**src/rtl/miner_pkg.sv**
```systemverilog
// ---------------------------------------------------------------------------
// miner_pkg
// Shared definitions for the mining datapath blocks.
//   - cmp_state_e   : hash/target compare FSM state encoding
//   - HASH_W_DEF    : default hash/target width in bits
//   - NONCE_W_DEF   : default nonce width in bits
//   - SLICE_W_DEF   : default compare slice width in bits
//   - SLICE_CNT_DEF : slice count for the default widths
//   - slice_count() : number of slices a hash of a given width splits into
// ---------------------------------------------------------------------------
package miner_pkg;

    typedef enum logic [1:0] {
        IDLE = 2'd0,
        CMP  = 2'd1,
        DONE = 2'd2
    } cmp_state_e;

    localparam int HASH_W_DEF    = 256;
    localparam int NONCE_W_DEF   = 32;
    localparam int SLICE_W_DEF   = 32;
    localparam int SLICE_CNT_DEF = HASH_W_DEF / SLICE_W_DEF;

    function automatic int slice_count(input int hash_w, input int slice_w);
        return hash_w / slice_w;
    endfunction

endpackage

```
**src/rtl/slice_cmp.sv**
```systemverilog
// ---------------------------------------------------------------------------
// slice_cmp
// Combinational unsigned magnitude compare of one hash slice against the
// matching target slice.
// Ports:
//   a  : hash slice   (SLICE_W bits, unsigned)
//   b  : target slice (SLICE_W bits, unsigned)
//   lt : a < b
//   gt : a > b
// When neither lt nor gt is set the slices are equal.
// ---------------------------------------------------------------------------
module slice_cmp
    import miner_pkg::*;
#(
    parameter int SLICE_W = SLICE_W_DEF
) (
    input  logic [SLICE_W-1:0] a,
    input  logic [SLICE_W-1:0] b,
    output logic               lt,
    output logic               gt
);

    assign lt = (a < b);
    assign gt = (a > b);

endmodule

```
**src/rtl/hash_target_cmp.sv**
```systemverilog
// ---------------------------------------------------------------------------
// hash_target_cmp
// Multi-cycle hash-versus-target checker. Accepts one candidate hash/nonce
// per handshake, compares the hash against the target one SLICE_W slice per
// cycle starting from the most-significant slice, and stops at the first
// unequal slice. A hit is hash < target (strict). The first winning
// hash/nonce is held until found_clr; later hits only raise found_ovf.
//
// Ports:
//   clk, rst     : clock, asynchronous active-high reset
//   in_valid     : candidate present
//   in_ready     : block can accept a candidate (IDLE)
//   in_hash      : candidate hash, MSB first
//   in_nonce     : nonce that produced in_hash
//   target       : difficulty target, sampled at accept
//   res_valid    : one-cycle pulse when a comparison finishes
//   res_hit      : qualifies res_valid, 1 when hash < target
//   found        : sticky, a winning candidate is held
//   found_hash   : held winning hash
//   found_nonce  : held winning nonce
//   found_ovf    : sticky, another hit arrived while found was set
//   found_clr    : clears found, found_ovf, found_hash, found_nonce
//   cmp_count    : (HASH_TARGET_CMP_STATS_EN only) completed compares
//   hit_count    : (HASH_TARGET_CMP_STATS_EN only) completed hits
//
// Build option: define HASH_TARGET_CMP_STATS_EN to add the two 32-bit
// wrapping statistics counters and their ports.
// ---------------------------------------------------------------------------
module hash_target_cmp
    import miner_pkg::*;
#(
    parameter int HASH_W  = HASH_W_DEF,
    parameter int SLICE_W = SLICE_W_DEF,
    parameter int NONCE_W = NONCE_W_DEF
) (
    input  logic               clk,
    input  logic               rst,
    input  logic               in_valid,
    output logic               in_ready,
    input  logic [HASH_W-1:0]  in_hash,
    input  logic [NONCE_W-1:0] in_nonce,
    input  logic [HASH_W-1:0]  target,
    output logic               res_valid,
    output logic               res_hit,
    output logic               found,
    output logic [HASH_W-1:0]  found_hash,
    output logic [NONCE_W-1:0] found_nonce,
    output logic               found_ovf,
    input  logic               found_clr
`ifdef HASH_TARGET_CMP_STATS_EN
    ,
    output logic [31:0]        cmp_count,
    output logic [31:0]        hit_count
`endif
);

    localparam int N   = slice_count(HASH_W, SLICE_W);
    localparam int K_W = (N > 1) ? $clog2(N) : 1;
    localparam logic [K_W-1:0] K_MAX = K_W'(N - 1);

    // The slice walk assumes the hash splits into whole slices.
    if (HASH_W % SLICE_W != 0) begin : g_width_check
        $error("hash_target_cmp: HASH_W must be a multiple of SLICE_W");
    end

    cmp_state_e         state_q, state_d;
    logic [K_W-1:0]     k_q, k_d;
    logic [HASH_W-1:0]  hash_q, hash_d;
    logic [HASH_W-1:0]  target_q, target_d;
    logic [NONCE_W-1:0] nonce_q, nonce_d;
    logic               in_ready_q, in_ready_d;
    logic               res_valid_q, res_valid_d;
    logic               res_hit_q, res_hit_d;
    logic               found_q, found_d;
    logic [HASH_W-1:0]  found_hash_q, found_hash_d;
    logic [NONCE_W-1:0] found_nonce_q, found_nonce_d;
    logic               found_ovf_q, found_ovf_d;
`ifdef HASH_TARGET_CMP_STATS_EN
    logic [31:0]        cmp_count_q, cmp_count_d;
    logic [31:0]        hit_count_q, hit_count_d;
`endif

    logic [SLICE_W-1:0] hash_slice;
    logic [SLICE_W-1:0] target_slice;
    logic               slice_lt;
    logic               slice_gt;
    logic               decide;
    logic               hit;

    // Only one comparator exists; the current slice index steers both
    // operands into it.
    assign hash_slice   = hash_q[int'(k_q) * SLICE_W +: SLICE_W];
    assign target_slice = target_q[int'(k_q) * SLICE_W +: SLICE_W];

    slice_cmp #(
        .SLICE_W (SLICE_W)
    ) u_slice_cmp (
        .a  (hash_slice),
        .b  (target_slice),
        .lt (slice_lt),
        .gt (slice_gt)
    );

    always_comb begin
        state_d       = state_q;
        k_d           = k_q;
        hash_d        = hash_q;
        target_d      = target_q;
        nonce_d       = nonce_q;
        in_ready_d    = in_ready_q;
        res_valid_d   = 1'b0;
        res_hit_d     = 1'b0;
        found_d       = found_q;
        found_hash_d  = found_hash_q;
        found_nonce_d = found_nonce_q;
        found_ovf_d   = found_ovf_q;
        decide        = 1'b0;
        hit           = 1'b0;

        case (state_q)
            IDLE: begin
                // in_ready_q is low for the first cycle after reset, so the
                // accept has to be gated by the registered ready.
                in_ready_d = 1'b1;
                if (in_valid && in_ready_q) begin
                    hash_d     = in_hash;
                    target_d   = target;
                    nonce_d    = in_nonce;
                    k_d        = K_MAX;
                    state_d    = CMP;
                    in_ready_d = 1'b0;
                end
            end
            CMP: begin
                in_ready_d = 1'b0;
                if (slice_lt) begin
                    decide = 1'b1;
                    hit    = 1'b1;
                end else if (slice_gt) begin
                    decide = 1'b1;
                end else if (k_q == '0) begin
                    // Full equality is a miss: a hit must be strictly below.
                    decide = 1'b1;
                end else begin
                    k_d = k_q - K_W'(1);
                end
                if (decide) begin
                    state_d     = DONE;
                    res_valid_d = 1'b1;
                    res_hit_d   = hit;
                end
            end
            DONE: begin
                state_d    = IDLE;
                in_ready_d = 1'b1;
            end
            default: begin
                state_d    = IDLE;
                in_ready_d = 1'b0;
            end
        endcase

        // A hit captured on the same edge as found_clr takes priority: the
        // new winner loads and the overflow history is discarded.
        if (decide && hit) begin
            if (!found_q || found_clr) begin
                found_d       = 1'b1;
                found_hash_d  = hash_q;
                found_nonce_d = nonce_q;
                found_ovf_d   = 1'b0;
            end else begin
                found_ovf_d = 1'b1;
            end
        end else if (found_clr) begin
            found_d       = 1'b0;
            found_hash_d  = '0;
            found_nonce_d = '0;
            found_ovf_d   = 1'b0;
        end
    end

`ifdef HASH_TARGET_CMP_STATS_EN
    // Counters advance on the edge that raises res_valid and wrap freely.
    always_comb begin
        cmp_count_d = cmp_count_q;
        hit_count_d = hit_count_q;
        if (decide) begin
            cmp_count_d = cmp_count_q + 32'd1;
        end
        if (decide && hit) begin
            hit_count_d = hit_count_q + 32'd1;
        end
    end
`endif

    always_ff @(posedge clk or posedge rst) begin
        if (rst) begin
            state_q       <= IDLE;
            k_q           <= '0;
            hash_q        <= '0;
            target_q      <= '0;
            nonce_q       <= '0;
            in_ready_q    <= 1'b0;
            res_valid_q   <= 1'b0;
            res_hit_q     <= 1'b0;
            found_q       <= 1'b0;
            found_hash_q  <= '0;
            found_nonce_q <= '0;
            found_ovf_q   <= 1'b0;
`ifdef HASH_TARGET_CMP_STATS_EN
            cmp_count_q   <= '0;
            hit_count_q   <= '0;
`endif
        end else begin
            state_q       <= state_d;
            k_q           <= k_d;
            hash_q        <= hash_d;
            target_q      <= target_d;
            nonce_q       <= nonce_d;
            in_ready_q    <= in_ready_d;
            res_valid_q   <= res_valid_d;
            res_hit_q     <= res_hit_d;
            found_q       <= found_d;
            found_hash_q  <= found_hash_d;
            found_nonce_q <= found_nonce_d;
            found_ovf_q   <= found_ovf_d;
`ifdef HASH_TARGET_CMP_STATS_EN
            cmp_count_q   <= cmp_count_d;
            hit_count_q   <= hit_count_d;
`endif
        end
    end

    assign in_ready    = in_ready_q;
    assign res_valid   = res_valid_q;
    assign res_hit     = res_hit_q;
    assign found       = found_q;
    assign found_hash  = found_hash_q;
    assign found_nonce = found_nonce_q;
    assign found_ovf   = found_ovf_q;
`ifdef HASH_TARGET_CMP_STATS_EN
    assign cmp_count   = cmp_count_q;
    assign hit_count   = hit_count_q;
`endif

endmodule

```
**config.mk**
```make
export PLATFORM = sky130hd
export DESIGN_NAME = hash_target_cmp
export DESIGN_NICKNAME = d
export VERILOG_FILES = /design/src/rtl/miner_pkg.sv /design/src/rtl/slice_cmp.sv /design/src/rtl/hash_target_cmp.sv
export SDC_FILE = /design/constraint.sdc
export NUM_CORES = 1
export LEC_CHECK = 0
export ABC_AREA = 1
export BUFFER_PORTS_ARGS = -buffer_cell sky130_fd_sc_hd__buf_2
export CAP_MARGIN = 20
export CELL_PAD_IN_SITES_DETAIL_PLACEMENT = 1
export CELL_PAD_IN_SITES_GLOBAL_PLACEMENT = 1
export CORE_AREA = 2 2 329 331
export DETAILED_ROUTE_END_ITERATION = 8
export DIE_AREA = 0 0 331 333
export PLACE_DENSITY = 0.78
export SLEW_MARGIN = 20
export SYNTH_ARGS = -nofsm -noshare
export SYNTH_HDL_FRONTEND = slang
export SYNTH_SLANG_ARGS = --single-unit
```
**constraint.sdc**
```tcl
create_clock -name clk -period 59.1 [get_ports clk]
set_input_delay 8.865 -clock clk [delete_from_list [all_inputs] [get_ports clk]]
set_output_delay 8.865 -clock clk [all_outputs]
set_load 0.005 [all_outputs]
```
### Word-level counts from Yosys, hierarchy flattened

Cells that the tools add are included.

* reduce and logical (&&, ||, !) cells: 12
* multiply operators: 0
* equality and inequality tests: 8
* div/mod/pow operators: 0
* shift-type cells: 2
* bitwise logic cells: 0
* $lt $le $gt $ge: 2
* add/sub/neg operators: 1
* multiplexer cells: 32

Operator list (number)
* $mux 256: 3
* $shiftx 256x9->32: 2
* $mux 32: 3
* $gt 32x32->1: 1
* $lt 32x32->1: 1
* $mux 1: 17
* $mux 3: 4
* $ne 2x2->1 const B: 5
* $pmux 3 s2: 1
* $reduce_and 2->1: 3
* $reduce_and 5->1: 1
* $mux 2: 2
* $pmux 2 s2: 1
* $reduce_bool 2->1: 2
* $logic_not 3->1: 1
* $sub 3x1->3 const B: 1
* $eq 2x1->1 const B: 1
* $eq 2x2->1 const B: 1
* $logic_and 1x1->1: 2
* $logic_not 2->1: 1
* $ne 2x1->1 const B: 1
* $pmux 1 s2: 1
* $logic_not 1->1: 1
* $logic_or 1x1->1: 1

* ROM bits: 0
* logic and storage cells: 69
* output and inout port bits: 293
* latch bits: 0
* input bits: 548
* register bits after elaboration: 842
* memory bits (writable): 0
* memories kept: 0

### Longest topological paths before layout

Gate-level depths: netlist of the first run.

* depth after elaboration: 9
* depth in mapped cells: 25
* depth with buffers taken out: 21

### Modules after synthesis

Synthesis of the first run repeated with hierarchy kept, for this count alone.

* cells, all modules: 4925
* area total of the unflattened synthesis: 38485.7 um^2

By module, submodules not included
* hash_target_cmp: instances 1, sequential area each 21070.2 um^2, area an instance 37611.1 um^2, cells an instance 4782
* slice_cmp: instances 1, sequential area each 0.0 um^2, area an instance 874.6 um^2, cells an instance 143

### Worst setup path before layout of the first run

OpenSTA, ideal clock, no wires.

* path kind: input-to-reg
* start point: input port in_valid
* end point: register hash_q[0]
* setup slack: 49.042 ns
* arrival: 9.933 ns
* data required time: 58.975 ns
* stages: 6
* library setup time: 0.125 ns
* buffers on the path: 2
* cell sequence: nand2_1 inv_1 nand2_1 clkbuf_1 buf_2 mux2_2

* longest elaborated chain between the ends: 2

Ends and longest elaborated chain
* start: declaration: line hash_target_cmp.sv:38 `input logic in_valid,`
* $logic_and 1x1->1: line hash_target_cmp.sv:125 `if (in_valid && in_ready_q) begin`
* $reduce_and 2->1 (no source line)
* end signal: assignment: line hash_target_cmp.sv:217 `hash_q <= hash_d;`
* end: declaration: line hash_target_cmp.sv:68 `logic [HASH_W-1:0] hash_q, hash_d;`

No other way between the ends.
A chain may end at the register's enable or synchronous reset.

### Worst setup path after layout of the first run

* start point: input port found_clr
* end point: register found_hash_q[147], in the netlist found_hash[147]

* longest elaborated chain between the ends: 3
* elaborated cells on any way between the ends: 4
* those cells by class: eq/ne: 1; reduce/logical: 3

Ends and longest elaborated chain
* start: declaration: line hash_target_cmp.sv:49 `input logic found_clr`
* $logic_or 1x1->1: line hash_target_cmp.sv:166 `if (!found_q || found_clr) begin`
* $ne 2x1->1 (no source line)
* $reduce_and 2->1 (no source line) *
* end signal: assignment: line hash_target_cmp.sv:224 `found_hash_q <= found_hash_d;`
* end: declaration: line hash_target_cmp.sv:75 `logic [HASH_W-1:0] found_hash_q, found_hash_d;`

Every way passes the cells marked *; elsewhere a longest branch is shown, timed or not.

==> results of run 1 <==
## worst paths after layout
check	from	to	depth (start not counted)
worst max-delay path	found_clr	found_hash[147]	8
worst min-delay path	state_q[0]	in_ready	1
worst max register to register	k_q[1]	found_hash[43]	20
worst min register to register	state_q[0]	in_ready	1
max in group asynchronous	rst	target_q[62]	5
min in group asynchronous	rst	found_nonce[3]	2
## sequential cells by signal, indices dropped and copies added (netlist names)
signal / count
k_q: 3
hash_q: 256
found: 1
res_hit: 1
found_ovf: 1
in_ready: 1
res_valid: 1
target_q: 256
nonce_q: 32
state_q: 2
found_hash: 256
found_nonce: 32
## Yosys cell counts (2+ instances only)
cell and n:
nand3_1 327, inv_1 209, clkbuf_1 183, dfrtp_1 842, nor2_1 266, nand4_1 291
a21oi_1 332, buf_4 3, nand2_1 433, o21ai_1 21, buf_2 112, a21o_1 2
buf_1 28, mux2_2 354, o211ai_1 64, o21ai_0 273, ha_1 34, a31oi_1 32
inv_2 2, buf_6 12
## per-stage QoR
stage	std cells	total power [uW]	worst slack, ns	utilization, %
floorplan	3826	1830	26.58	-
global placement	5765	2300	46.39	40.0
detailed placement	5765	2350	46.29	40.0
CTS	5940	2990	47.00	43.0
global route	5987	3160	46.77	43.1
finish	5995	2980	47.02	43.2
## cell type report
class | count | area [sq um]
antenna | 55 | 138
clock buffer | 142 | 2870
clock inverter | 33 | 408
fill | 12300 | 60600
inverter | 212 | 828
multi-input combinational | 2433 | 14400
sequential | 842 | 21100
tap | 1403 | 1760
timing repair buffer | 875 | 4560
## kinds of logic (layout without fill, tap and decap cells)
family | count (synthesis) | after routing
AOI/OAI and AO/OA | 726 | 726
adders and majority gates | 34 | 34
buffers and inverters | 551 | 1262
DFF | 842 | 842
muxes | 354 | 354
other | 0 | 55
and+or+nand+nor | 1319 | 1319
## worst max-delay path, cell delays in order
cell and delay [ns]:
buf_2 0.13, inv_8 0.48, nand2_4 0.50, nand4_1 0.54, buf_12 0.59, buf_4 0.93
nand3_1 0.20, nand2_1 0.14
## report_power, final
group          switching [uW]  leakage, uW  internal, uW  total [uW]
Sequential                177       0.0103           810         987
Combinational             951       0.0113           416        1370
Clock                     251      0.00161           370         621
Total                    1380       0.0232          1600        2980
## per-layer routing
layer | vias to the layer above | wire, um
met4 | 64 | 9020
met3 | 401 | 11500
met1 | 16700 | 62200
met2 | 1325 | 79300
met5 | - | 418
li1 | 14600 | -
==> impl_metrics.csv, run 1 <==
group,metric,value,unit
synthesis,yosysTopAreaCell,"dfrtp_1",
setup_path,worstSetupPathType,"primary input to flip-flop",
synthesis,ys.flop_type,"dfrtp_1",
floorplanning,start_util,35.4,%
route,drt_iter0_drc,2460,
synthesis,synth_xor_area_share,0,%
clock_network,cts.path.max_buffers,3,
layout,drive_gt1_share,30.8,%
sta,fmax,82.8,MHz
sta,timing.final.crit_share,20.4,%
sta,fin_crit,12.08,ns
synthesis,avgSynthCellArea,9.87,sq um
sta,max_slew.worst_pin.slew,1.24,ns
floorplanning,ioPinCount,841,
route,wire_per_inst,27.1,um
place,gp_congestion,0.895,
hold_path,hold_class,"flip-flop to flip-flop",
setup_path,reg2reg_slack,51.11,ns
layout,design_area,46000,sq um
route,dr_total_vias,33100,
synthesis,synth_top_area_share,55.8,%
clock_network,htreeDepth,3,
setup_path,arrival,12.66,ns
synthesis,synth.distinct_cells,26,
synthesis,synth_top_family_by_area,"simple AND/OR/NAND/NOR gates",
global_routing,grt_max_degree,192,
global_routing,global_route.usage.met3,6.44,%
clock_network,cts_tree,"yes",
sta,skew,0.0295,ns
global_routing,grt_pass1_vias,34500,
synthesis,yosys.area_share.simple,16.2,%
synthesis,syn_nets,4408,
route,drt-total-wl,162,mm
synthesis,synth_compound_area_share,10.2,%
global_routing,antenna_found_initial,86,
clock_network,clk_pin_slew,0.06,ns
global_routing,busiest_layer,"met2",
place,place_area,42600,sq um
global_routing,grtUsageMet1,34.2,%
place,port_buffers,840,
sta,drv_slew,0,
clock_network,cts_root_buffer,"clkbuf_16",
run,maxCapViolCount,0,
global_routing,grt_pass1_wl,232,mm
clock_network,cts_sinks,842,
clock_network,cts_hold_buf,0,
sta,hold_ws,0.488,ns
outcome,status,"completed",
synthesis,synth_edf_count,0,
sta,finalHoldViolations,0,
global_routing,grtUsageMet2,48.0,%
setup_path,critPathRequiredTime,59.68,ns
clock_network,post_cts_resized,0,
floorplanning,core,107000,sq um
layout,syn2layout_area_growth,21.9,%
sta,final.setup.tns,0,ns
synthesis,synth-adder-area-share,1.13,%
synthesis,yosysWarningCount,0,
clock_network,cts_buffers,97,
route,ant_nets,0,
layout,nNetsFinal,5043,
clock_network,clk_latency,0.67,ns
place,dpl.hpwl,114,mm
floorplanning,die_area,110000,sq um
route,dr.pass1.iters,5,
synthesis,netlist_instances,3826,
pwr,p_per_area,64.7,nW/um^2
layout,layout_commonest_cell,"buf_2",
sta,rsz0062_at_grt,"false",
synthesis,ys_seq_area_share,55.8,%
layout,final_cell_mix,"buf_2 (840), dfrtp_1 (839), nand2_1 (431)",
setup_path,worstPathMaxFanout,191,
setup_path,startpoint_type,"primary input",
synthesis,ys_ff_latch,842,
pwr,vdd_ir_drop_max,0.000112,V
clock_network,post_cts_buffers,0,
floorplanning,die_x,331,um
sta,setup_viol,0,
floorplanning,die_y,333,um
setup_path,end_kind,"flip-flop",
sta,relSlewSlack,17.0,%
route,drc,0,
synthesis,synth_area,37700,sq um
floorplanning,fp-row-count,120,
global_routing,grt_usage,28.7,%
global_routing,grt_overflow,0,
synthesis,yosys-top-cells-area,"dfrtp_1 (56%), mux2_2 (11%), nand4_1 (4.8%)",
synthesis,synthArstFlopShare,100,%
route,routed_via_density,5.51,
synthesis,synthMuxAreaShare,10.6,%
pwr,leakage,0.0232,uW
Power figures use the tool's default switching activity.
==> run 2: changes to the inputs <==
--- a/config.mk
+++ b/config.mk
@@ -10,10 +10,10 @@
 export CAP_MARGIN = 20
 export CELL_PAD_IN_SITES_DETAIL_PLACEMENT = 1
 export CELL_PAD_IN_SITES_GLOBAL_PLACEMENT = 1
-export CORE_AREA = 2 2 329 331
+export CORE_AREA = 2 2 331 333
 export DETAILED_ROUTE_END_ITERATION = 8
-export DIE_AREA = 0 0 331 333
-export PLACE_DENSITY = 0.78
+export DIE_AREA = 0 0 333 335
+export PLACE_DENSITY = 0.77
 export SLEW_MARGIN = 20
 export SYNTH_ARGS = -nofsm -noshare
 export SYNTH_HDL_FRONTEND = slang
==> constraint.sdc (replaced) <==
create_clock -name clk -period 12.3 [get_ports clk]
set_input_delay 1.845 -clock clk [delete_from_list [all_inputs] [get_ports clk]]
set_output_delay 1.845 -clock clk [all_outputs]
set_load 0.005 [all_outputs]
==> impl_metrics.csv, run 2 (synthesis results as in run 1) <==
group,metric,value,unit
setup_path,critPathRequiredTime,12.92,ns
route,drt-total-wl,163,mm
clock_network,cts_sinks,842,
sta,fin_crit,6.90,ns
floorplanning,die_area,112000,sq um
route,drt_iter0_drc,2393,
clock_network,cts_buffers,98,
pwr,switchingPower,6650,uW
clock_network,clk_pin_slew,0.06,ns
layout,final_cell_mix,"buf_2 (840), dfrtp_1 (839), nand2_1 (431)",
sta,max_slew.worst_pin.slew,1.20,ns
setup_path,worstPathMaxFanout,204,
setup_path,arrival,7.52,ns
global_routing,grt_overflow,0,
floorplanning,die_x,333,um
sta,drv_slew,0,
setup_path,worstSetupPathType,"flip-flop to flip-flop",
sta,relSlewSlack,20.0,%
layout,syn2layout_area_growth,22.4,%
setup_path,startpoint_type,"flip-flop",
global_routing,grt_pass1_wl,235,mm
floorplanning,core,108000,sq um
pwr,vdd_ir_drop_max,0.000539,V
sta,final.setup.tns,0,ns
outcome,status,"completed",
hold_path,hold_class,"flip-flop to flip-flop",
clock_network,clk_latency,0.69,ns
layout,drive_gt1_share,30.9,%
setup_path,r2r_cells,18,
place,place_worst_setup_slack,5.68,ns
layout,nNetsFinal,5048,
pwr,leakage,0.0233,uW
sta,skew,0.0349,ns
route,wire_per_inst,27.2,um
floorplanning,ioPinCount,841,
clock_network,htreeDepth,3,
pwr,power_frac_clock,21.4,%
global_routing,grt_usage,28.6,%
pwr,p_per_area,312,nW/um^2
sta,timing.final.crit_share,56.1,%
floorplanning,start_util,34.9,%
route,routed_via_density,5.49,
global_routing,grt_pass1_vias,34100,
clock_network,cts_root_buffer,"clkbuf_16",
place,dpl.hpwl,116,mm
clock_network,cts_tree,"yes",
pwr,share_seq_of_total_power,33.0,%
floorplanning,fp-row-count,121,
clock_network,cts.path.max_buffers,3,
sta,fmax,145,MHz
route,dr_total_vias,33000,
clock_network,post_cts_buffers,0,
route,dr.pass1.iters,7,
sta,fin_ws,5.40,ns
route,ant_nets,0,
global_routing,antenna_found_initial,87,
clock_network,post_cts_resized,0,
sta,rsz0062_at_grt,"false",
pwr,intPower,7740,uW
layout,fillers,12400,
sta,finalHoldViolations,0,
pwr,power_frac_comb,45.6,%
sta,setup_viol,0,
floorplanning,die_y,335,um
run,maxCapViolCount,0,
place,gp_congestion,0.909,
route,drc,0,
setup_path,end_kind,"flip-flop",
global_routing,grt_max_degree,205,
pwr,sw_frac_of_total,46.2,%
clock_network,cts_hold_buf,0,
place,port_buffers,840,
hold_path,min_path_cells,2,
layout,layout_commonest_cell,"buf_2",
==> run 2: changes by cell type in the layout (fill, tap and decap cells not counted), moves of 2 or more <==
cell / change
diode_2: -8
clkbuf_8: -5
inv_6: +5
bufinv_16: +3
clkbuf_1: +3
buf_12: +2
buf_16: +2
clkinvlp_4: +2
==> run 2: final timing paths <==
kind                                 start               to  slack, ns
setup reg to reg                    k_q[0]  found_nonce[10]       5.40
hold / removal             found_hash[105]  found_hash[105]       0.50
setup / recovery                    k_q[0]  found_nonce[10]       5.40
max in group asynchronous              rst   found_hash[81]       8.64
min in group asynchronous              rst       hash_q[44]       1.33
hold reg to reg            found_hash[105]  found_hash[105]       0.50
==> run 2: final cells by class <==
type	instances	area, sq um	share of cell area, %
multi-input cells	2433	14400	31.1
clock buffers	140	2810	6.09
diodes	47	118	0.255
clock inverters	44	566	1.22
well taps	1414	1770	3.83
flip-flops and latches	842	21100	45.6
inverters	212	825	1.79
repair buffers	879	4650	10.1
==> run 2: layer usage <==
| metal | share of wire (%) | track usage [%] | vias to the layer above |
|---|---|---|---|
| met1 | 39 | 34.5 | 16700 |
| met5 | 0.24 | 0 | - |
| met4 | 5.3 | 14.4 | 64 |
| li1 | - | - | 14600 |
| met2 | 49 | 47.8 | 1272 |
| met3 | 6.8 | 6.78 | 377 |
==> run 2: power groups by stage <==
stage / clock network, uW / registers, uW / logic [uW]
CTS: 3130 / 4740 / 6590
finish: 3080 / 4750 / 6560
global route: 3240 / 4860 / 7170
detailed placement: 0 / 4770 / 6550
floorplan: 0 / 4390 / 4400
global placement: 0 / 4730 / 6370
==> run 2: metrics by stage <==
step	cells	cell area [sq um]	power, uW	hold WS (ns)	util (%)
CTS	5962	46000	14500	0.500	42.6
global placement	5778	42600	11100	0.481	39.4
detailed placement	5778	42600	11300	0.483	39.4
floorplan	3826	37800	8790	0.458	-
global route	6003	46200	15300	0.510	42.7
finish	6011	46200	14400	0.497	42.7
==> run 2: worst max-delay path, stage by stage, from the launching register on <==
cell     delay, ns
dfrtp_4       0.85
buf_12        0.50
buf_12        0.61
o21ai_0       0.24
o21ai_0       0.50
o21ai_0       0.33
ha_1          0.42
nand2_1       0.06
inv_1         0.07
nand3_1       0.08
nor2_1        0.16
nand2_1       0.08
nand2_1       0.07
nand2_1       0.07
nand4_1       0.08
buf_4         0.80
buf_12        0.81
nand3_1       0.21
nand2_1       0.15
